[config.mk]
export PLATFORM = sky130hd
export DESIGN_NAME = axi_uartlite_tx_writer
export DESIGN_NICKNAME = d
export VERILOG_FILES = /design/src/rtl/uartlite_pkg.sv /design/src/rtl/axi_uartlite_tx_writer.sv
export SDC_FILE = /design/constraint.sdc
export NUM_CORES = 1
export LEC_CHECK = 0
export CORE_UTILIZATION = 31
export CTS_CLUSTER_SIZE = 40
export DETAILED_ROUTE_END_ITERATION = 10
export GPL_ROUTABILITY_DRIVEN = 1
export PLACE_DENSITY_LB_ADDON = 0.05
export SYNTH_ARGS = -nofsm -noshare
export SYNTH_HDL_FRONTEND = slang
export SYNTH_SLANG_ARGS = --single-unit
[constraint.sdc]
create_clock -name clk_i -period 2.1 [get_ports clk_i]
set_input_delay 0.42 -clock clk_i [delete_from_list [all_inputs] [get_ports clk_i]]
set_output_delay 0.42 -clock clk_i [all_outputs]
set_load 0.05 [all_outputs]
[src/rtl/uartlite_pkg.sv]
// Shared definitions for the AXI UART Lite TX writer: register map, STAT bits,
// AXI response codes and the writer FSM state type.
package uartlite_pkg;

    localparam logic [3:0] TXF_OFFS_DEF  = 4'h4;
    localparam logic [3:0] STAT_OFFS_DEF = 4'h8;

    localparam int STAT_RXV = 0;
    localparam int STAT_RXF = 1;
    localparam int STAT_TXE = 2;
    localparam int STAT_TXF = 3;

    typedef enum logic [1:0] {
        RESP_OKAY   = 2'b00,
        RESP_EXOKAY = 2'b01,
        RESP_SLVERR = 2'b10,
        RESP_DECERR = 2'b11
    } axi_resp_e;

    typedef enum logic [2:0] {
        ST_IDLE = 3'd0,
        ST_AR   = 3'd1,
        ST_R    = 3'd2,
        ST_AW_W = 3'd3,
        ST_B    = 3'd4
    } tx_state_e;

endpackage

[src/rtl/axi_uartlite_tx_writer.sv]
// AXI4-Lite initiator pushing one byte at a time into a UART Lite TX FIFO,
// optionally polling STAT until the FIFO has room before each write.
module axi_uartlite_tx_writer
    import uartlite_pkg::*;
#(
    parameter int                ADDR_W      = 4,
    parameter logic [ADDR_W-1:0] TXF_OFFS    = ADDR_W'(TXF_OFFS_DEF),
    parameter logic [ADDR_W-1:0] STAT_OFFS   = ADDR_W'(STAT_OFFS_DEF),
    parameter bit                POLL_STATUS = 1'b1
) (
    input  logic              clk_i,
    input  logic              rst_i,
    input  logic              byte_valid_i,
    input  logic [7:0]        byte_data_i,
    output logic              byte_ready_o,
    output logic              busy_o,
    output logic              err_o,
    output logic [ADDR_W-1:0] m_axi_awaddr_o,
    output logic              m_axi_awvalid_o,
    input  logic              m_axi_awready_i,
    output logic [31:0]       m_axi_wdata_o,
    output logic [3:0]        m_axi_wstrb_o,
    output logic              m_axi_wvalid_o,
    input  logic              m_axi_wready_i,
    input  logic [1:0]        m_axi_bresp_i,
    input  logic              m_axi_bvalid_i,
    output logic              m_axi_bready_o,
    output logic [ADDR_W-1:0] m_axi_araddr_o,
    output logic              m_axi_arvalid_o,
    input  logic              m_axi_arready_i,
    input  logic [31:0]       m_axi_rdata_i,
    input  logic [1:0]        m_axi_rresp_i,
    input  logic              m_axi_rvalid_i,
    output logic              m_axi_rready_o
);

    // Handshakes: a channel transfers on the clock edge where valid && ready;
    // valids are held with stable addr/data until that edge and never withdrawn.

    tx_state_e   state_q, state_d;
    logic        aw_done_q, aw_done_d;
    logic        w_done_q, w_done_d;
    logic [7:0]  byte_q, byte_d;
    logic        err_q, err_d;

    // Only the TX-full bit of STAT steers the FSM.
    logic unused_rdata;
    assign unused_rdata = ^{m_axi_rdata_i[31:STAT_TXF+1], m_axi_rdata_i[STAT_TXF-1:0]};

    always_ff @(posedge clk_i or posedge rst_i) begin
        if (rst_i) begin
            state_q   <= ST_IDLE;
            aw_done_q <= 1'b0;
            w_done_q  <= 1'b0;
            byte_q    <= 8'h00;
            err_q     <= 1'b0;
        end else begin
            state_q   <= state_d;
            aw_done_q <= aw_done_d;
            w_done_q  <= w_done_d;
            byte_q    <= byte_d;
            err_q     <= err_d;
        end
    end

    always_comb begin
        state_d   = state_q;
        aw_done_d = aw_done_q;
        w_done_d  = w_done_q;
        byte_d    = byte_q;
        err_d     = err_q;
        case (state_q)
            ST_IDLE: begin
                if (byte_valid_i) begin
                    byte_d    = byte_data_i;
                    aw_done_d = 1'b0;
                    w_done_d  = 1'b0;
                    state_d   = POLL_STATUS ? ST_AR : ST_AW_W;
                end
            end
            ST_AR: begin
                if (m_axi_arready_i) state_d = ST_R;
            end
            ST_R: begin
                if (m_axi_rvalid_i) begin
                    // A failed status read still lets the byte through.
                    if (m_axi_rresp_i != RESP_OKAY) begin
                        err_d   = 1'b1;
                        state_d = ST_AW_W;
                    end else if (m_axi_rdata_i[STAT_TXF]) begin
                        state_d = ST_AR;
                    end else begin
                        state_d = ST_AW_W;
                    end
                end
            end
            ST_AW_W: begin
                aw_done_d = aw_done_q | m_axi_awready_i;
                w_done_d  = w_done_q | m_axi_wready_i;
                if (aw_done_d && w_done_d) state_d = ST_B;
            end
            ST_B: begin
                if (m_axi_bvalid_i) begin
                    if (m_axi_bresp_i != RESP_OKAY) err_d = 1'b1;
                    aw_done_d = 1'b0;
                    w_done_d  = 1'b0;
                    state_d   = ST_IDLE;
                end
            end
            default: state_d = ST_IDLE;
        endcase
    end

    always_comb begin
        byte_ready_o    = (state_q == ST_IDLE);
        busy_o          = (state_q != ST_IDLE);
        err_o           = err_q;
        m_axi_araddr_o  = STAT_OFFS;
        m_axi_arvalid_o = (state_q == ST_AR);
        m_axi_rready_o  = (state_q == ST_R);
        m_axi_awaddr_o  = TXF_OFFS;
        m_axi_awvalid_o = (state_q == ST_AW_W) && !aw_done_q;
        m_axi_wdata_o   = {24'h000000, byte_q};
        m_axi_wstrb_o   = 4'h1;
        m_axi_wvalid_o  = (state_q == ST_AW_W) && !w_done_q;
        m_axi_bready_o  = (state_q == ST_B);
    end

endmodule
# Yosys cells after proc, flatten, opt, wreduce, memory -nomap -nowiden
# Cells that the tools add are included.
# totals
inputBits	52
output_inout_bits	52
ff_bits	14
wordCells	50
# op_classes
n_mux	17
n_reduce_logical	15
eq_ne	11
bitwise	2
# ops
op	n
3-bit two-way mux	5
3-bit case mux with 5 select lines	1
5-bit AND reduction	2
2-bit != test (second input constant)	4
3-bit by 2-bit equality test with 1-bit output (second input constant)	2
1-bit two-way mux	6
2-bit by 1-bit != test with 1-bit output (second input constant)	3
1-bit case mux with 3 select lines	2
2-bit nonzero test	3
3-bit nonzero test	2
2-bit two-way mux	2
3-bit by 1-bit equality test with 1-bit output (second input constant)	1
3-bit equality test (second input constant)	1
1-bit logical AND	3
3-bit zero test	1
3-bit AND reduction	1
1-bit zero test	2
1-bit OR	2
1-bit case mux with 2 select lines	1
2-bit AND reduction	1

# Longest topological paths before layout
# depth
word_depth	4
mapped_depth	5
mapped_depth_nobuf	3

# Least setup slack after synthesis
# OpenSTA, ideal clock, no wires.
# synth_timing
path_type	reg-to-output
start	register state_q[2]
end	output port m_axi_rready_o
n_path_buf	1
arrival_ps	1754
slack_ps	-74
t_required_ps	1680
stages_incl_launch_ff	3
cell_sequence	dfrtp_1 -> buf_6 -> nor3b_1
# synth_between
elab_chain_len	1
# synth_lines
element	line_no	rtl
start: declaration	axi_uartlite_tx_writer.sv:40	tx_state_e state_q, state_d;
start signal: assignment	axi_uartlite_tx_writer.sv:58	state_q <= state_d;
3-bit by 2-bit equality test with 1-bit output	axi_uartlite_tx_writer.sv:120	m_axi_rready_o = (state_q == ST_R);
end: declaration	axi_uartlite_tx_writer.sv:34	output logic m_axi_rready_o
# Every way passes these cells.

# Worst setup path after layout
# layout_timing
start	register state_q[2]
end	output port m_axi_awvalid_o
# layout_between
elab_chain_len	2
# layout_lines
element	line_no	rtl
3-bit by 2-bit equality test with 1-bit output	axi_uartlite_tx_writer.sv:122	m_axi_awvalid_o = (state_q == ST_AW_W) && !aw_done_q;
1-bit logical AND	axi_uartlite_tx_writer.sv:122	
end: declaration	axi_uartlite_tx_writer.sv:19	output logic m_axi_awvalid_o,
# Every way passes these cells.

==> impl_metrics.env <==
export IMPL_wirelength_per_cell_um=10.2
export IMPL_timing_critical_path_to_type="primary output"
export IMPL_fraction_of_layout_cells_with_a_size_suffix_above_1=0.189
export IMPL_htree_levels=1
export IMPL_overall_global_routing_usage=0.104
export IMPL_clock_tree_buffer_depth=2
export IMPL_fin_crit_sh=0.886
export IMPL_critical_path_reg2reg_endpoint="byte_q[1]"
export IMPL_detailedPlacementHpwl_mm=1.44
export IMPL_post_layout_total_power_mw=2.13
export IMPL_timing_max_transition_violations_final=0
export IMPL_async_reset_ff_frac=1.00
export IMPL_xor_xnor_portion_of_the_synthesized_cell_area=0
export IMPL_setup_viol=0
export IMPL_tightestPinTransition_ns=0.526
export IMPL_leakagePower_nw=0.610
export IMPL_vdd_ir_drop_max_mv=0.722
export IMPL_tritoncts="yes"
export IMPL_io_pins=104
export IMPL_worstRegToRegCells=3
export IMPL_min_path_type="input port to async pin"
export IMPL_dieHeight_um=59.0
export IMPL_drt_pre_antenna_iters=4
export IMPL_final_setup_skew_ns=0.00306
export IMPL_synth_yosys_warnings=0
export IMPL_max_cap_violations=0
export IMPL_final_fill_count=319
export IMPL_muxShareOfSynthArea=0.153
export IMPL_power_density_cell_area_mw_per_mm2=1630
export IMPL_yosysMostFrequentCell="sky130_fd_sc_hd__buf_4"
export IMPL_combinational_family_with_the_most_area_after_synthesis="buffers and inverters"
export IMPL_clock_power_share=0.067
export IMPL_placed_area_mm2=0.00128
export IMPL_share_seq_of_total_power=0.245
export IMPL_crit_path_max_fanout=9
export IMPL_timing_setup_critical_path_class="flop to primary output"
export IMPL_critical_path_top_delay_family="flip-flops"
export IMPL_dpl_cell_count=168
export IMPL_worst_hold_slack_ns=0.494
export IMPL_cp_num_buf_inv=1
export IMPL_max_clock_freq_mhz=537
export IMPL_synth_adder_area_share=0
export IMPL_route_detailed_vias_per_inst=3.74
export IMPL_first_global_vias=571
export IMPL_antenna_found_initial=0
export IMPL_layout_setup_ws_ns=0.239
export IMPL_count_of_cells_resized_by_post_cts_repair=0
export IMPL_die_width_um=59.0
export IMPL_required_time_at_the_worst_slack_endpoint_ns=1.68
export IMPL_cts_hold_buffers=0
export IMPL_initial_utilization=0.328
export IMPL_synthSimpleGateAreaFrac=0.0968
export IMPL_syn_avg_cell_area_um2=10.7
export IMPL_vias=639
export IMPL_synth_cell_area_mm2=0.00101
export IMPL_timing_slew_headroom=0.649
export IMPL_clkSinkCount=14
export IMPL_unrepaired_setup_endpoints_after_global_routing="false"
export IMPL_layout_nets=181
export IMPL_critical_path_cell_chain="nand3b_1 > nor2_1 > buf_12"
export IMPL_insertion_delay_ns=0.27
export IMPL_netlist_top_cells_area="sky130_fd_sc_hd__dfrtp_1 35%, sky130_fd_sc_hd__buf_4 28%, sky130_fd_sc_hd__mux2_4 12%"
export IMPL_power_switching_mw=1.08
export IMPL_grt_overflow_total=0
export IMPL_cp_data_arrival_time_ns=1.44
export IMPL_drt_drc_violations_left=0
export IMPL_finish_utilization=0.425
export IMPL_n_antenna_cell=0
export IMPL_post_synth_most_frequent_cells="38 x sky130_fd_sc_hd__buf_4, 14 x sky130_fd_sc_hd__dfrtp_1, 8 x sky130_fd_sc_hd__mux2_4"
export IMPL_power_share_switching=0.508
export IMPL_synth_compound_area_frac=0.0670
export IMPL_worst_path_max_delay_cell="sky130_fd_sc_hd__dfrtp_1"
export IMPL_timing_final_hold_violations=0
export IMPL_buffer_ports_inserted=36
export IMPL_die_area_mm2=0.00349
export IMPL_ys_seq_elements=14
export IMPL_finish_instance_area_mm2=0.00131
export IMPL_dr_first_iter_drc_count=7
export IMPL_grt_max_degree=15
export IMPL_cp_slowest_stage_delay_ns=0.50
export IMPL_combinationalPowerShare=0.688
export IMPL_rows=20
export IMPL_yosys_cell_types_count=25
export IMPL_synthToLayoutAreaGrowth_pct=29.7
export IMPL_fin_crit_ns=1.86
export IMPL_worst_setup_hold_path_clk_slew_ns=0.08
export IMPL_detailedPlace_worstSlack_ns=0.326
export IMPL_remaining_antenna_violation_count_after_routing=0
export IMPL_run_status="complete, no violations"
export IMPL_synth_seq_area_share=0.347
export IMPL_synthCells=94
export IMPL_route_final_wire_length_mm=1.75
export IMPL_grt_first_pass_wirelength_mm=2.64
export IMPL_synth_enable_flop_cells=0
export IMPL_r2r_start="state_q[2]"
export IMPL_critPathLaunchType="flop"
export IMPL_cts_root_buf="sky130_fd_sc_hd__clkbuf_4"
export IMPL_yosys_area_top_type_share=0.347
export IMPL_globalplace_congestion=0.680
export IMPL_cell_internal_pwr_mw=1.05
export IMPL_core_region_area_mm2=0.00308
export IMPL_total_clock_buffers_created_by_cts=3
export IMPL_totalNegativeSetupSlack_ns=0
export IMPL_dominantRegCellSynth="sky130_fd_sc_hd__dfrtp_1"
export IMPL_ff2ff_setup_slack_ns=0.57
export IMPL_post_cts_setup_buffers=0
export IMPL_post_synth_top_area_cell="sky130_fd_sc_hd__dfrtp_1"
export IMPL_layoutNonFillerInstCount=171
==> layout by cell type (no fill, tap or decap), drive strengths merged, types with 2 or more instances in the layout <==
| master | netlist | layout |
|---|---|---|
| mux2 | 9 | 9 |
| inv | 4 | 4 |
| nand2 | 3 | 3 |
| conb | 2 | 36 |
| o21ai | 2 | 2 |
| clkbuf | 0 | 3 |
| o22ai | 2 | 2 |
| a22o | 2 | 2 |
| buf | 40 | 7 |
| nor3b | 2 | 2 |
| nor2 | 3 | 3 |
| clkdlybuf4s50 | 0 | 29 |
| dfrtp | 14 | 14 |
==> final cells by class <==
class / count / area, µm² / share of cell area
timing repair buffer: 36 / 405 / 0.310
multi-input combinational: 70 / 459 / 0.351
sequential: 14 / 350 / 0.268
clock buffer: 3 / 22.5 / 0.0172
inverter: 4 / 15.0 / 0.0115
tap: 44 / 55.1 / 0.0421
==> how the worst max path moves through the flow <==
stage / start / to / cells after the start
2_1_floorplan: state_q[2] / m_axi_arvalid_o / 2
3_3_place_gp: m_axi_wready_i / state_q[0] / 4
3_5_place_dp: m_axi_awready_i / state_q[0] / 4
4_1_cts: state_q[2] / m_axi_awvalid_o / 3
5_1_grt: state_q[0] / m_axi_awvalid_o / 3
6_report: state_q[2] / m_axi_awvalid_o / 3
==> sequential cells by signal, summed over array words and instances (netlist names) <==
register,flops
byte_q,8
state_q,3
err_o,1
w_done_q,1
aw_done_q,1
==> power by group through the flow <==
| stage | registers [mW] | logic, mW | clock network, mW |
|---|---|---|---|
| global route | 0.545 | 1.53 | 0.164 |
| detailed placement | 0.528 | 1.47 | 0 |
| global placement | 0.521 | 1.47 | 0 |
| finish | 0.522 | 1.47 | 0.142 |
| CTS | 0.523 | 1.48 | 0.154 |
| floorplan | 0.749 | 0.887 | 0 |
==> logic make-up after synthesis <==
family / after synthesis
and+or+nand+nor: 14
buffers and inverters: 44
other: 2
muxes: 10
DFF: 14
AOI/OAI and AO/OA: 10
==> layer usage <==
| layer | global-route usage | wire length [µm] |
|---|---|---|
| met1 | 0.141 | 813 |
| met2 | 0.154 | 757 |
| met3 | 0.0306 | 175 |
| met4 | 0.0408 | 6 |
| met5 | 0 | 0 |
(Power assumes the default switching activity.)
